===== src/rtl/mem_access_unit.sv =====
// Multicycle memory access unit: fetch/load/store bus sequencer with timeout.
// Optional MEM_ACCESS_MISALIGN_CHECK_EN rejects misaligned half/word accesses.
module mem_access_unit #(
  parameter int unsigned TIMEOUT_CYCLES = 255
) (
  input  logic        clk,
  input  logic        rst_n,
  input  logic        memory_read,
  input  logic        memory_write,
  input  logic        lorD,
  input  logic        ir_write,
  input  logic [2:0]  funct3,
  input  logic [31:0] pc,
  input  logic [31:0] alu_out,
  input  logic [31:0] wdata,
  output logic        bus_req,
  output logic        bus_we,
  output logic [31:0] bus_addr,
  output logic [31:0] bus_wdata,
  output logic [3:0]  bus_wstrb,
  input  logic        bus_ack,
  input  logic [31:0] bus_rdata,
  output logic [31:0] ir,
  output logic [31:0] mdr,
  output logic        busy,
  output logic        timeout_err,
  output logic        misalign_err
);

  typedef enum logic [1:0] {IDLE, REQ, DONE} state_t;

  localparam logic [15:0] TLIM = 16'(TIMEOUT_CYCLES - 1);

  state_t      state_q;
  logic [1:0]  alo_q;
  logic [2:0]  f3_q;
  logic        irw_q;
  logic        lord_q;
  logic [15:0] cnt_q;

  logic [31:0] addr_d;
  logic        start_d;
  logic        byte_d;
  logic        half_d;
  logic        mis_d;
  logic [3:0]  strb_d;
  logic [31:0] wdat_d;
  logic [31:0] shr_d;
  logic [7:0]  b8_d;
  logic [15:0] h16_d;
  logic [31:0] ld_d;

  assign addr_d  = lorD ? alu_out : pc;
  assign start_d = memory_read | memory_write;
  assign byte_d  = (funct3[1:0] == 2'b00);
  assign half_d  = (funct3[1:0] == 2'b01);

  assign busy = (state_q == REQ) ||
                ((state_q == IDLE) && start_d);

`ifdef MEM_ACCESS_MISALIGN_CHECK_EN
  logic mis_q;
  assign mis_d = (half_d && addr_d[0]) ||
                 (!byte_d && !half_d && (addr_d[1:0] != 2'b00));
  assign misalign_err = mis_q;
`else
  assign mis_d = 1'b0;
  assign misalign_err = 1'b0;
`endif

  always_comb begin
    strb_d = 4'b1111;
    wdat_d = wdata;
    unique case (1'b1)
      byte_d: begin
        strb_d = 4'b0001 << addr_d[1:0];
        wdat_d = {4{wdata[7:0]}};
      end
      half_d: begin
        strb_d = 4'b0011 << {addr_d[1], 1'b0};
        wdat_d = {2{wdata[15:0]}};
      end
      default: begin
        strb_d = 4'b1111;
        wdat_d = wdata;
      end
    endcase
  end

  // Load formatting uses the offset and size captured at request time
  always_comb begin
    shr_d = bus_rdata >> {alo_q, 3'b000};
    b8_d  = shr_d[7:0];
    h16_d = alo_q[1] ? bus_rdata[31:16] : bus_rdata[15:0];
    case (f3_q)
      3'b000:  ld_d = {{24{b8_d[7]}}, b8_d};
      3'b100:  ld_d = {24'h0, b8_d};
      3'b001:  ld_d = {{16{h16_d[15]}}, h16_d};
      3'b101:  ld_d = {16'h0, h16_d};
      default: ld_d = bus_rdata;
    endcase
  end

  always_ff @(posedge clk or negedge rst_n) begin
    if (!rst_n) begin
      state_q     <= IDLE;
      alo_q       <= '0;
      f3_q        <= '0;
      irw_q       <= 1'b0;
      lord_q      <= 1'b0;
      cnt_q       <= '0;
      bus_req     <= 1'b0;
      bus_we      <= 1'b0;
      bus_addr    <= '0;
      bus_wdata   <= '0;
      bus_wstrb   <= '0;
      ir          <= '0;
      mdr         <= '0;
      timeout_err <= 1'b0;
`ifdef MEM_ACCESS_MISALIGN_CHECK_EN
      mis_q       <= 1'b0;
`endif
    end else begin
      timeout_err <= 1'b0;
`ifdef MEM_ACCESS_MISALIGN_CHECK_EN
      mis_q       <= 1'b0;
`endif
      case (state_q)
        IDLE: begin
          if (start_d) begin
            alo_q  <= addr_d[1:0];
            f3_q   <= funct3;
            irw_q  <= ir_write;
            lord_q <= lorD;
            cnt_q  <= '0;
            if (mis_d) begin
              state_q <= DONE;
`ifdef MEM_ACCESS_MISALIGN_CHECK_EN
              mis_q   <= 1'b1;
`endif
            end else begin
              state_q   <= REQ;
              bus_req   <= 1'b1;
              bus_we    <= memory_write;
              bus_addr  <= {addr_d[31:2], 2'b00};
              bus_wstrb <= memory_write ? strb_d : 4'b0000;
              bus_wdata <= memory_write ? wdat_d : 32'h0;
            end
          end
        end
        REQ: begin
          if (bus_ack) begin
            state_q <= DONE;
            bus_req <= 1'b0;
            bus_we  <= 1'b0;
            if (!bus_we) begin
              if (irw_q && !lord_q) ir <= bus_rdata;
              else                  mdr <= ld_d;
            end
          end else if (cnt_q == TLIM) begin
            state_q     <= DONE;
            bus_req     <= 1'b0;
            bus_we      <= 1'b0;
            timeout_err <= 1'b1;
          end else begin
            cnt_q <= cnt_q + 16'd1;
          end
        end
        DONE:    state_q <= IDLE;
        default: state_q <= IDLE;
      endcase
    end
  end

endmodule


===== config.mk =====
export PLATFORM = sky130hd
export DESIGN_NAME = mem_access_unit
export DESIGN_NICKNAME = d
export VERILOG_FILES = /design/src/rtl/mem_access_unit.sv
export SDC_FILE = /design/constraint.sdc
export NUM_CORES = 1
export LEC_CHECK = 0
export ABC_AREA = 1
export CAP_MARGIN = 20
export CORE_MARGIN = 4
export CORE_UTILIZATION = 42
export CTS_BUF_LIST = sky130_fd_sc_hd__clkbuf_8
export CTS_CLUSTER_DIAMETER = 60
export DETAILED_ROUTE_END_ITERATION = 7
export PLACE_DENSITY = 0.91
export SLEW_MARGIN = 15
export SYNTH_ARGS = -nofsm -noshare
export SYNTH_HDL_FRONTEND = slang
export SYNTH_SLANG_ARGS = --single-unit

===== constraint.sdc =====
create_clock -name clk -period 1.4 [get_ports clk]
set_input_delay 0.14 -clock clk [delete_from_list [all_inputs] [get_ports clk]]
set_output_delay 0.14 -clock clk [all_outputs]
set_load 0.01 [all_outputs]

== Yosys cells after proc, flatten, opt, wreduce, memory -nomap -nowiden ==
Cells that the tools add are included.
Word-level totals
  bits in registers: 158
  input port bits: 138
  output and inout bits: 137
Cells by class
  $add $sub $neg: 1
  muxes and demuxes: 24
  equal/unequal tests: 10
  bitwise gates (word level): 3
  reduce and logical (&&, ||, !) cells: 14
  shift-type cells: 3
Operator list (count)
  32-bit case mux with 4 select lines: 1
  16-bit 2-to-1 mux: 4
  32-bit 2-to-1 mux: 2
  32-bit case mux with 2 select lines: 1
  16-bit case mux with 2 select lines: 1
  32-bit by 5-bit >> shifter with 8-bit output: 1
  16-bit by 1-bit adder with 16-bit output, second input constant: 1
  16-bit by 8-bit equality test with 1-bit output, second input constant: 1
  4-bit AND reduction: 3
  4-bit case mux with 2 select lines: 1
  1-bit 2-to-1 mux: 7
  3-bit equality test, second input constant: 2
  2-bit 2-to-1 mux: 3
  2-bit != test, second input constant: 3
  2-bit by 1-bit equality test with 1-bit output, second input constant: 2
  2-bit logical NOT: 2
  4-bit 2-to-1 mux: 1
  1-bit case mux with 2 select lines: 2
  2-bit case mux with 2 select lines: 1
  2-bit AND reduction: 2
  1-bit by 2-bit << shifter with 4-bit output, first input constant: 1
  2-bit by 2-bit << shifter with 4-bit output, first input constant: 1
  3-bit by 1-bit equality test with 1-bit output, second input constant: 1
  3-bit logical NOT: 1
  8 further kinds: 10

== Longest topological paths before layout ==
Gate-level depths: netlist of the first run.
  depth after elaboration: 4
  depth in mapped cells: 10
  depth with buffers taken out: 9

== Least setup slack after synthesis of the first run ==
Ideal clock, no wire load.
  path kind: register to register
  start: register cnt_q[0]
  end: register cnt_q[10]
  period minus slack after synthesis: 1403 ps
  slack: -3 ps
  stages on the path, launching flop included: 9
  data required time: 1274 ps
  library setup time: 126 ps
  arrival time: 1277 ps
  path through: dfrtp_1 > inv_1 > ha_1 > nand3_1 > nor2_1 > nand2_1 > a21oi_2 > buf_2 > o21ai_0
Between the ends
  word-level cells in the longest chain between the ends: 4
  elaborated cells on any way between the ends: 7
  those cells by class: 1 x add/sub; 2 x eq/ne; 3 x mux; 1 x reduce/logical
RTL lines
  from (decl): line 39  | logic [15:0] cnt_q;
  from (signal assigned): line 166  | cnt_q <= cnt_q + 16'd1;
  16-bit by 1-bit adder with 16-bit output: line 166
  16-bit 2-to-1 mux: line 160  | end else if (cnt_q == TLIM) begin
  16-bit 2-to-1 mux: line 152  | if (bus_ack) begin
  16-bit case mux with 2 select lines: line 128  | case (state_q)
Parallel ways exist; a longest one is shown, timed or not. The select of a mux whose other input is x is not followed.
A chain may end at the register's enable or synchronous reset.

== Worst setup path after layout of the first run ==
  start: register state_q[0]
  end: register mdr[17]
Between the ends
  word-level cells in the longest chain between the ends: 2
RTL lines
  from (decl): line 34  | state_t state_q;
  from (signal assigned): line 106  | state_q <= IDLE;
  from (signal assigned): line 137  | state_q <= DONE;
  from (signal assigned): line 142  | state_q <= REQ;
  2-bit by 1-bit equality test with 1-bit output: line 128
  4-bit AND reduction (no line)
  to (signal assigned): line 158  | else mdr <= ld_d;
  to (decl): line 24  | output logic [31:0] mdr,
No other way between the ends.

==> reports/summary.txt, run 1 <==
======================================================================================
Number of antenna violations at the first check in global routing                    0
Achievable frequency                                                           543 MHz
Placeable Area                                                             18,000 um^2
Post-route total power                                                         26.7 mW
Worst setup slack after placement                                              -333 ps
Synth Instances                                                                  1,000
Count of port buffers added during placement                                       271
First-pass GRT wire length                                                     45.6 mm
CP Class                                                                  flop to flop
Max-slew violation count                                                             0
Syn. warnings                                                                        0
Static leakage                                                                 6.52 nW
Synthesis-stage register bit count                                                 158
Post-layout min period                                                         1840 ps
Cell chosen for the clock root                                            sky130_fd_sc_hd__clkbuf_8
Wirelength per Cell                                                            21.6 um
Highest net fanout along the worst path                                              6
Fill cell total of the finished layout                                           1,065
Num Clock Sinks                                                                    158
Number of global-route vias before repair                                        8,847
Post-route DRC violation count                                                       6
Least-Margin Pin Slew                                                           504 ps
Antenna diode count                                                                  0
Largest net degree at the start of global routing                                   40
Commonest cells after routing, fill and taps aside                        sky130_fd_sc_hd__nand2_1 (279), sky130_fd_sc_hd__dfrtp_1 (155), sky130_fd_sc_hd__clkdlybuf4s50_1 (136), sky130_fd_sc_hd__dlygate4sd2_1 (132), sky130_fd_sc_hd__buf_4 (84)
Per-instance average area after synthesis                                    7.69 um^2
Cell variety after synth                                                            36
WP data required                                                               1770 ps
Share of final-layout standard cells stronger than drive strength 1              25.8%
Global route hottest layer                                                        met2
DRT Pass-1 Iters                                                                     8
Final setup violation count                                                        125
Number of buffers created by CTS                                                    17
Unrepaired setup endpoints after global routing                                   true
Via Count                                                                        9,442
Deepest level of the CTS H-tree                                                      4
Final wirelength                                                               35.3 mm
I/O pins                                                                           275
Clock Tree Buf Depth                                                                 2
Count of flip-flops with a built-in enable after synthesis                           0
Peak supply drop                                                               1.17 mV
Clock tree from TritonCTS                                                        built
DP Wirelength                                                                  19.7 mm
Portion of the post-synthesis area used by sequential elements                   51.4%
Synth Cell Area                                                              7690 um^2
Count of nets after finishing                                                    1,532
Setup Total Neg Slack                                                       -29,630 ps
CP Launch Type                                                                    flop
Width of the chip                                                               143 um
Die height                                                                      143 um
Worst Setup Slack, final                                                       -442 ps
Global route overflow                                                                0
Total die area                                                             20,600 um^2
Latest clock arrival within the worst-skew pair                                 460 ps
Relative slew margins                                                            66.0%
Max-cap viol count                                                                   0
Power per cell area                                                       1980 nW/um^2
Global-route usage over all layers                                               28.3%
CP arrival                                                                     2210 ps
Weighted congestion reported at the end of routability-driven placement          0.928
Per-cell via count in the routed design                                           5.78
Count of nets left with antenna violations after detail routing                      0
Met3 routing resource usage after global routing                                 6.89%
Share of the clock period used by the worst path                                  132%
Post-detailed-placement cell area                                          11,300 um^2
DRT iter0 DRCs                                                                   1,076
Fraction of registers with async set/reset                                        100%
Met1 track demand over resource                                                  33.6%
Worst clock skew                                                               19.7 ps
CTS clk-pin slew, worst paths                                                   110 ps
Global-route met2 utilization                                                    47.9%
Outcome                                                                   finished, violations left
Element type at the critical path end                                             flop
Design area                                                                13,500 um^2
Worst min-delay path class                                                input pin to async pin
Violations in the final reports                                           DRC, setup timing
Primary FF master, synth                                                  sky130_fd_sc_hd__dfrtp_1
Most frequent standard cell in the layout excluding fill and tap cells    sky130_fd_sc_hd__nand2_1
Hold Violations, Final                                                               0
Std cell rows                                                                       49
Starting utilization of the core area                                            42.8%
Area growth syn-to-layout                                                        75.4%
======================================================================================
critical path, stage by stage, from the launching register on:
cell and delay, ps:
sky130_fd_sc_hd__dfrtp_1 400, sky130_fd_sc_hd__inv_1 80, sky130_fd_sc_hd__nor2_2 190, sky130_fd_sc_hd__nand2_2 100, sky130_fd_sc_hd__nor2_4 200, sky130_fd_sc_hd__nand2_4 120
sky130_fd_sc_hd__buf_12 160, sky130_fd_sc_hd__buf_16 140, sky130_fd_sc_hd__nor2_4 90, sky130_fd_sc_hd__nand3_1 130, sky130_fd_sc_hd__nand2_1 110, sky130_fd_sc_hd__inv_1 40
sequential cells by signal (all words and copies together), names as in the netlist, 2 cells and up:
signal	cells
alo_q	2
bus_addr	30
bus_wdata	32
bus_wstrb	4
cnt_q	16
f3_q	3
ir	32
mdr	32
state_q	2
power breakdown:
part / switching (mW) / internal, mW
Combinational: 8.10 / 7.16
Sequential: 1.44 / 6.51
Clock: 1.96 / 1.54
Total: 11.5 / 15.2
per-layer routing:
metal	share of wire, %	vias up	wire (um)
li1	-	3979	-
met1	34	4451	12000
met2	49	798	17100
met3	11	214	3890
met4	6.3	0	2230
met5	0	-	0
final cells by class:
| class | count | area (um^2) | share of cell area (%) |
|---|---|---|---|
| clock buffer | 19 | 262 | 1.94 |
| clock inverter | 13 | 130 | 0.964 |
| inverter | 95 | 373 | 2.76 |
| multi-input combinational | 698 | 4050 | 30.0 |
| sequential | 158 | 3960 | 29.3 |
| tap | 229 | 287 | 2.12 |
| timing repair buffer | 422 | 4440 | 32.9 |
cells in the mapped netlist (6+ instances only):
library cell               number  area, um^2
sky130_fd_sc_hd__a21oi_1       12        60.1
sky130_fd_sc_hd__nand2_1      323        1210
sky130_fd_sc_hd__nor2_1        94         353
sky130_fd_sc_hd__xor2_1         7        61.3
sky130_fd_sc_hd__o21ai_1       26         130
sky130_fd_sc_hd__nand3_1       58         290
sky130_fd_sc_hd__dfrtp_1      158        3950
sky130_fd_sc_hd__o21ai_0       85         425
sky130_fd_sc_hd__a31oi_1       33         206
sky130_fd_sc_hd__o22ai_1        8        50.1
sky130_fd_sc_hd__o211ai_1       6        45.0
sky130_fd_sc_hd__clkbuf_1      24        90.1
sky130_fd_sc_hd__inv_1         89         334
sky130_fd_sc_hd__or2_2         15        93.8
sky130_fd_sc_hd__buf_2         16        80.1
metrics by stage:
| stage | utilization (%) | hold slack, ps | instances |
|---|---|---|---|
| 2_1_floorplan | - | -156 | 1002 |
| 3_3_place_gp | 62.8 | 84.1 | 1538 |
| 3_5_place_dp | 62.8 | 79.8 | 1538 |
| 4_1_cts | 68.1 | 145 | 1596 |
| 5_1_grt | 75.1 | 166 | 1634 |
| 6_report | 75.1 | 169 | 1634 |
final timing paths:
path / from / endpoint / slack [ps] / depth (start not counted)
min reg2reg: ir[19]$_DFFE_PN0P_ / ir[19]$_DFFE_PN0P_ / 490 / 2
max reg2reg: state_q[0]$_DFFE_PN0P_ / mdr[17]$_DFFE_PN0P_ / -440 / 11
min: rst_n / bus_wdata[20]$_DFFE_PN0P_ / 170 / 2
max in group asynchronous: rst_n / bus_addr[25]$_DFFE_PN0P_ / 630 / 3
min in group clk: pc[9] / bus_addr[9]$_DFFE_PN0P_ / 240 / 3
max: state_q[0]$_DFFE_PN0P_ / mdr[17]$_DFFE_PN0P_ / -440 / 11
kinds of logic (layout without fill, tap and decap cells):
family                   Yosys count  count (layout)  share of synthesized area, %
AND/OR/NAND/NOR                  508             509                          26.8
AO/OA/AOI/OAI                    177             177                          12.7
flip-flops                       158             158                          51.4
buffers and inverters            147             549                          7.92
XOR/XNOR                           7               7                         0.797
adder cells (fa/ha/maj)            2               2                         0.325
other                              1               3                        0.0487
timing repair:
| action | CTS | global route |
|---|---|---|
| gates cloned | 9 | 21 |
| hold endpoints to repair | 158 | 0 |
| hold buffers | 1 | 0 |
| pin swaps | 30 | 47 |
| setup endpoints to repair | 229 | 152 |
| resized for setup | 252 | 169 |
| buffers inserted | 16 | 23 |
Note: power is estimated with default switching activity, not from simulation.
==> run 2, diff against run 1 <==
--- a/config.mk
+++ b/config.mk
@@ -7,7 +7,7 @@
 export LEC_CHECK = 0
 export ABC_AREA = 1
 export CAP_MARGIN = 20
-export CORE_MARGIN = 4
+export CORE_MARGIN = 2
 export CORE_UTILIZATION = 42
 export CTS_BUF_LIST = sky130_fd_sc_hd__clkbuf_8
 export CTS_CLUSTER_DIAMETER = 60
==> run 2 against run 1 <==
Net effect: the flow finishes with violations (setup timing); clock power down 3%; sequential share of layout area up 0.29 points; critical path depth down 2; clock-buffer cell count down 2; sequential power up 2%; hold slack worse by 13 ps; first-iteration DRC count down 37%; critical path type unchanged.
==> reports/summary.txt, run 2 (same netlist as run 1, synthesis figures left out) <==
========================================================================================
DP Wirelength                                                                    19.0 mm   -3.6%
Buf+Inv Stages, Crit Path                                                              2   -2
DRT iter0 DRCs                                                                       678   -37%
Worst-path cell chain                                                       nand2_1 > inv_1 > nand2_1 > nor2_4 > nand2_2 > a21oi_4 > clkbuf_16 > nand2_1 > o21ai_1
CTS clk-pin slew, worst paths                                                     100 ps   about the same
Starting utilization of the core area                                              42.8%   unchanged
I/O pins                                                                             275   unchanged
Comb pwr share                                                                     56.2%   -0.9 points
Num Clock Sinks                                                                      158   unchanged
Latest clock arrival within the worst-skew pair                                   470 ps   about the same
Width of the chip                                                                 139 um   -2.8%
Area growth syn-to-layout                                                          73.7%
Peak supply drop                                                                 1.01 mV   -13%
Count of port buffers added during placement                                         271   unchanged
Worst clock skew                                                                 16.6 ps   -3.10 ps
Number of global-route vias before repair                                          8,464   -4.3%
Fill cell total of the finished layout                                             1,164   +9.3%
Via Count                                                                          9,092   -3.7%
Worst min-delay path class                                                  input pin to async pin
Global route overflow                                                                  0   unchanged
Net load switching power                                                         11.4 mW   -0.53%
Outcome                                                                     finished, violations left
DRT Pass-1 Iters                                                                       7   -1
Number of buffers created by CTS                                                      17   unchanged
Share of the clock period used by the worst path                                    116%   -16 points
Highest cell delay on the worst timing path                                       420 ps   +20 ps
Static leakage                                                                   6.46 nW   -0.89%
Deepest level of the CTS H-tree                                                        4   unchanged
Largest net degree at the start of global routing                                     51   +28%
Max-cap viol count                                                                     0   unchanged
CP Launch Type                                                                      flop
Multi-input gate area                                                          4080 um^2   +0.74%
Clock tree from TritonCTS                                                          built
Die height                                                                        139 um   -2.8%
Max-slew violation count                                                               0   unchanged
Sw Ratio                                                                           43.4%   +0.35 points
Power per cell area                                                         1970 nW/um^2   -0.36%
Power share of the sequential group                                                30.8%   +1.0 points
WP data required                                                                 1800 ps   +30 ps
Violations in the final reports                                             setup timing
Hold Violations, Final                                                                 0   unchanged
Slowest cell on the critical path                                           sky130_fd_sc_hd__dfrtp_1
CP Class                                                                    flop to flop
Most frequent standard cell in the layout excluding fill and tap cells      sky130_fd_sc_hd__nand2_1
CP arrival                                                                       2020 ps   -190 ps
Category of cells accounting for the largest share of critical-path delay   simple AND/OR/NAND/NOR gates
Per-cell via count in the routed design                                             5.60   -3.1%
Achievable frequency                                                             617 MHz   +14%
Std cell rows                                                                         49   unchanged
Weighted congestion reported at the end of routability-driven placement            0.935   +0.82%
Antenna diode count                                                                    0   unchanged
Post-route DRC violation count                                                         0   -6
Post-layout min period                                                           1620 ps   -221 ps
Count of nets after finishing                                                      1,521   -0.72%
Internal cell power                                                              14.9 mW   -1.9%
Placeable Area                                                               18,000 um^2   unchanged
Wirelength per Cell                                                              20.1 um   -6.7%
Final wirelength                                                                 32.7 mm   -7.4%
Largest registers                                                           bus_wdata: 32 flops, ir: 32 flops, mdr: 32 flops
Total die area                                                               19,400 um^2   -5.5%
Worst Setup Slack, final                                                         -221 ps   +221 ps
Critical path's most frequent cell                                          sky130_fd_sc_hd__nand2_1
Number of antenna violations at the first check in global routing                      0   unchanged
Share of final-layout standard cells stronger than drive strength 1                27.0%   +1.2 points
Count of nets left with antenna violations after detail routing                        0   unchanged
Commonest cells after routing, fill and taps aside                          sky130_fd_sc_hd__nand2_1 (255), sky130_fd_sc_hd__dfrtp_1 (155), sky130_fd_sc_hd__clkdlybuf4s50_1 (136), sky130_fd_sc_hd__dlygate4sd2_1 (132), sky130_fd_sc_hd__inv_1 (83)
Setup Total Neg Slack                                                         -10,220 ps   +19,400 ps
Element type at the critical path end                                               flop
Clock Tree Buf Depth                                                                   2   unchanged
Global-route usage over all layers                                                 28.3%   +0.043 points
Non-filler cells in the finished layout                                            1,623   -0.67%
Highest net fanout along the worst path                                               11   +5
First-pass GRT wire length                                                       43.7 mm   -4.3%
Area occupied by registers                                                     3960 um^2   unchanged
Share of total power in the clock network                                          13.0%   about the same
Cell chosen for the clock root                                              sky130_fd_sc_hd__clkbuf_8
Number of instances in the placed design                                           1,544   +0.39%
Final setup violation count                                                          122   -2.4%
Unrepaired setup endpoints after global routing                                     true
========================================================================================
run 2: cell count changes in the layout (fill, tap and decap cells not counted), sizes merged:
| cell | delta |
|---|---|
| clkinvlp | -3 |
| clkbuf | -1 |
| bufinv | -1 |
| inv | +7 |
| buf | -12 |
| clkinv | -1 |
run 2: cell type report:
type	count	area share, %
Tap cell	229	2.14
Clock inverter	15	1.08
Multi-Input combinational cell	698	30.5
Inverter	95	2.76
Sequential cell	158	29.6
Timing Repair Buffer	411	32.2
Clock buffer	17	1.75
run 2: path summary, 6_finish.rpt:
check | startpoint | to | slack, ps | depth (start not counted)
max in group asynchronous | rst_n | alo_q[0]$_DFFE_PN0P_ | 610 | 3
hold / removal | rst_n | bus_wdata[18]$_DFFE_PN0P_ | 160 | 2
min in group clk | funct3[2] | f3_q[2]$_DFFE_PN0P_ | 210 | 3
hold reg to reg | bus_wstrb[0]$_DFFE_PN0P_ | bus_wstrb[0]$_DFFE_PN0P_ | 490 | 2
setup reg to reg | cnt_q[3]$_DFFE_PN0P_ | cnt_q[11]$_DFFE_PN0P_ | -220 | 9
setup / recovery | cnt_q[3]$_DFFE_PN0P_ | cnt_q[11]$_DFFE_PN0P_ | -220 | 9
run 2: stage by stage:
| stage | hold slack, ps | power, mW | setup WS (ps) | area (um^2) | utilization (%) |
|---|---|---|---|---|---|
| final | 156 | 26.4 | -221 | 13400 | 74.4 |
| after global routing | 187 | 27.7 | -334 | 13400 | 74.4 |
| after CTS | 161 | 22.7 | -161 | 12100 | 67.4 |
| after detailed placement | 96.9 | 19.4 | -276 | 11300 | 62.9 |
| after global placement | 87.0 | 19.0 | -248 | 11300 | 62.9 |
| after floorplan | -156 | 12.8 | 19.6 | 7710 | - |
run 2: power by group through the flow:
stage               Combinational (mW)  Sequential (mW)  Clock, mW
finish                            14.8             8.12       3.41
global placement                  11.2             7.76          0
floorplan                         4.37             8.42          0
global route                      15.8             8.33       3.64
detailed placement                11.6             7.82          0
CTS                               11.6             7.75       3.39
run 2: worst register-to-register path, stage by stage (launching register included):
cell and delay (ps):
sky130_fd_sc_hd__dfrtp_1 420, sky130_fd_sc_hd__nand2_1 110, sky130_fd_sc_hd__inv_1 100, sky130_fd_sc_hd__nand2_1 90, sky130_fd_sc_hd__nor2_4 110, sky130_fd_sc_hd__nand2_2 90, sky130_fd_sc_hd__a21oi_4 280, sky130_fd_sc_hd__clkbuf_16 230
sky130_fd_sc_hd__nand2_1 50, sky130_fd_sc_hd__o21ai_1 70
run 2: repair_timing:
item	CTS	global route
hold buffers	1	0
buffers inserted	7	14
pin swaps	21	28
endpoints found under the hold margin	155	0
gates resized for setup	235	228
setup endpoints to repair	220	156
cloned	8	21
run 2: per-layer routing:
layer | track usage (%) | up-vias | share of wire (%)
met5 | 0 | - | 0
met4 | 14.1 | 0 | 5.8
met3 | 6.30 | 164 | 9.1
met2 | 49.5 | 629 | 50
met1 | 32.8 | 4326 | 35
li1 | - | 3973 | -
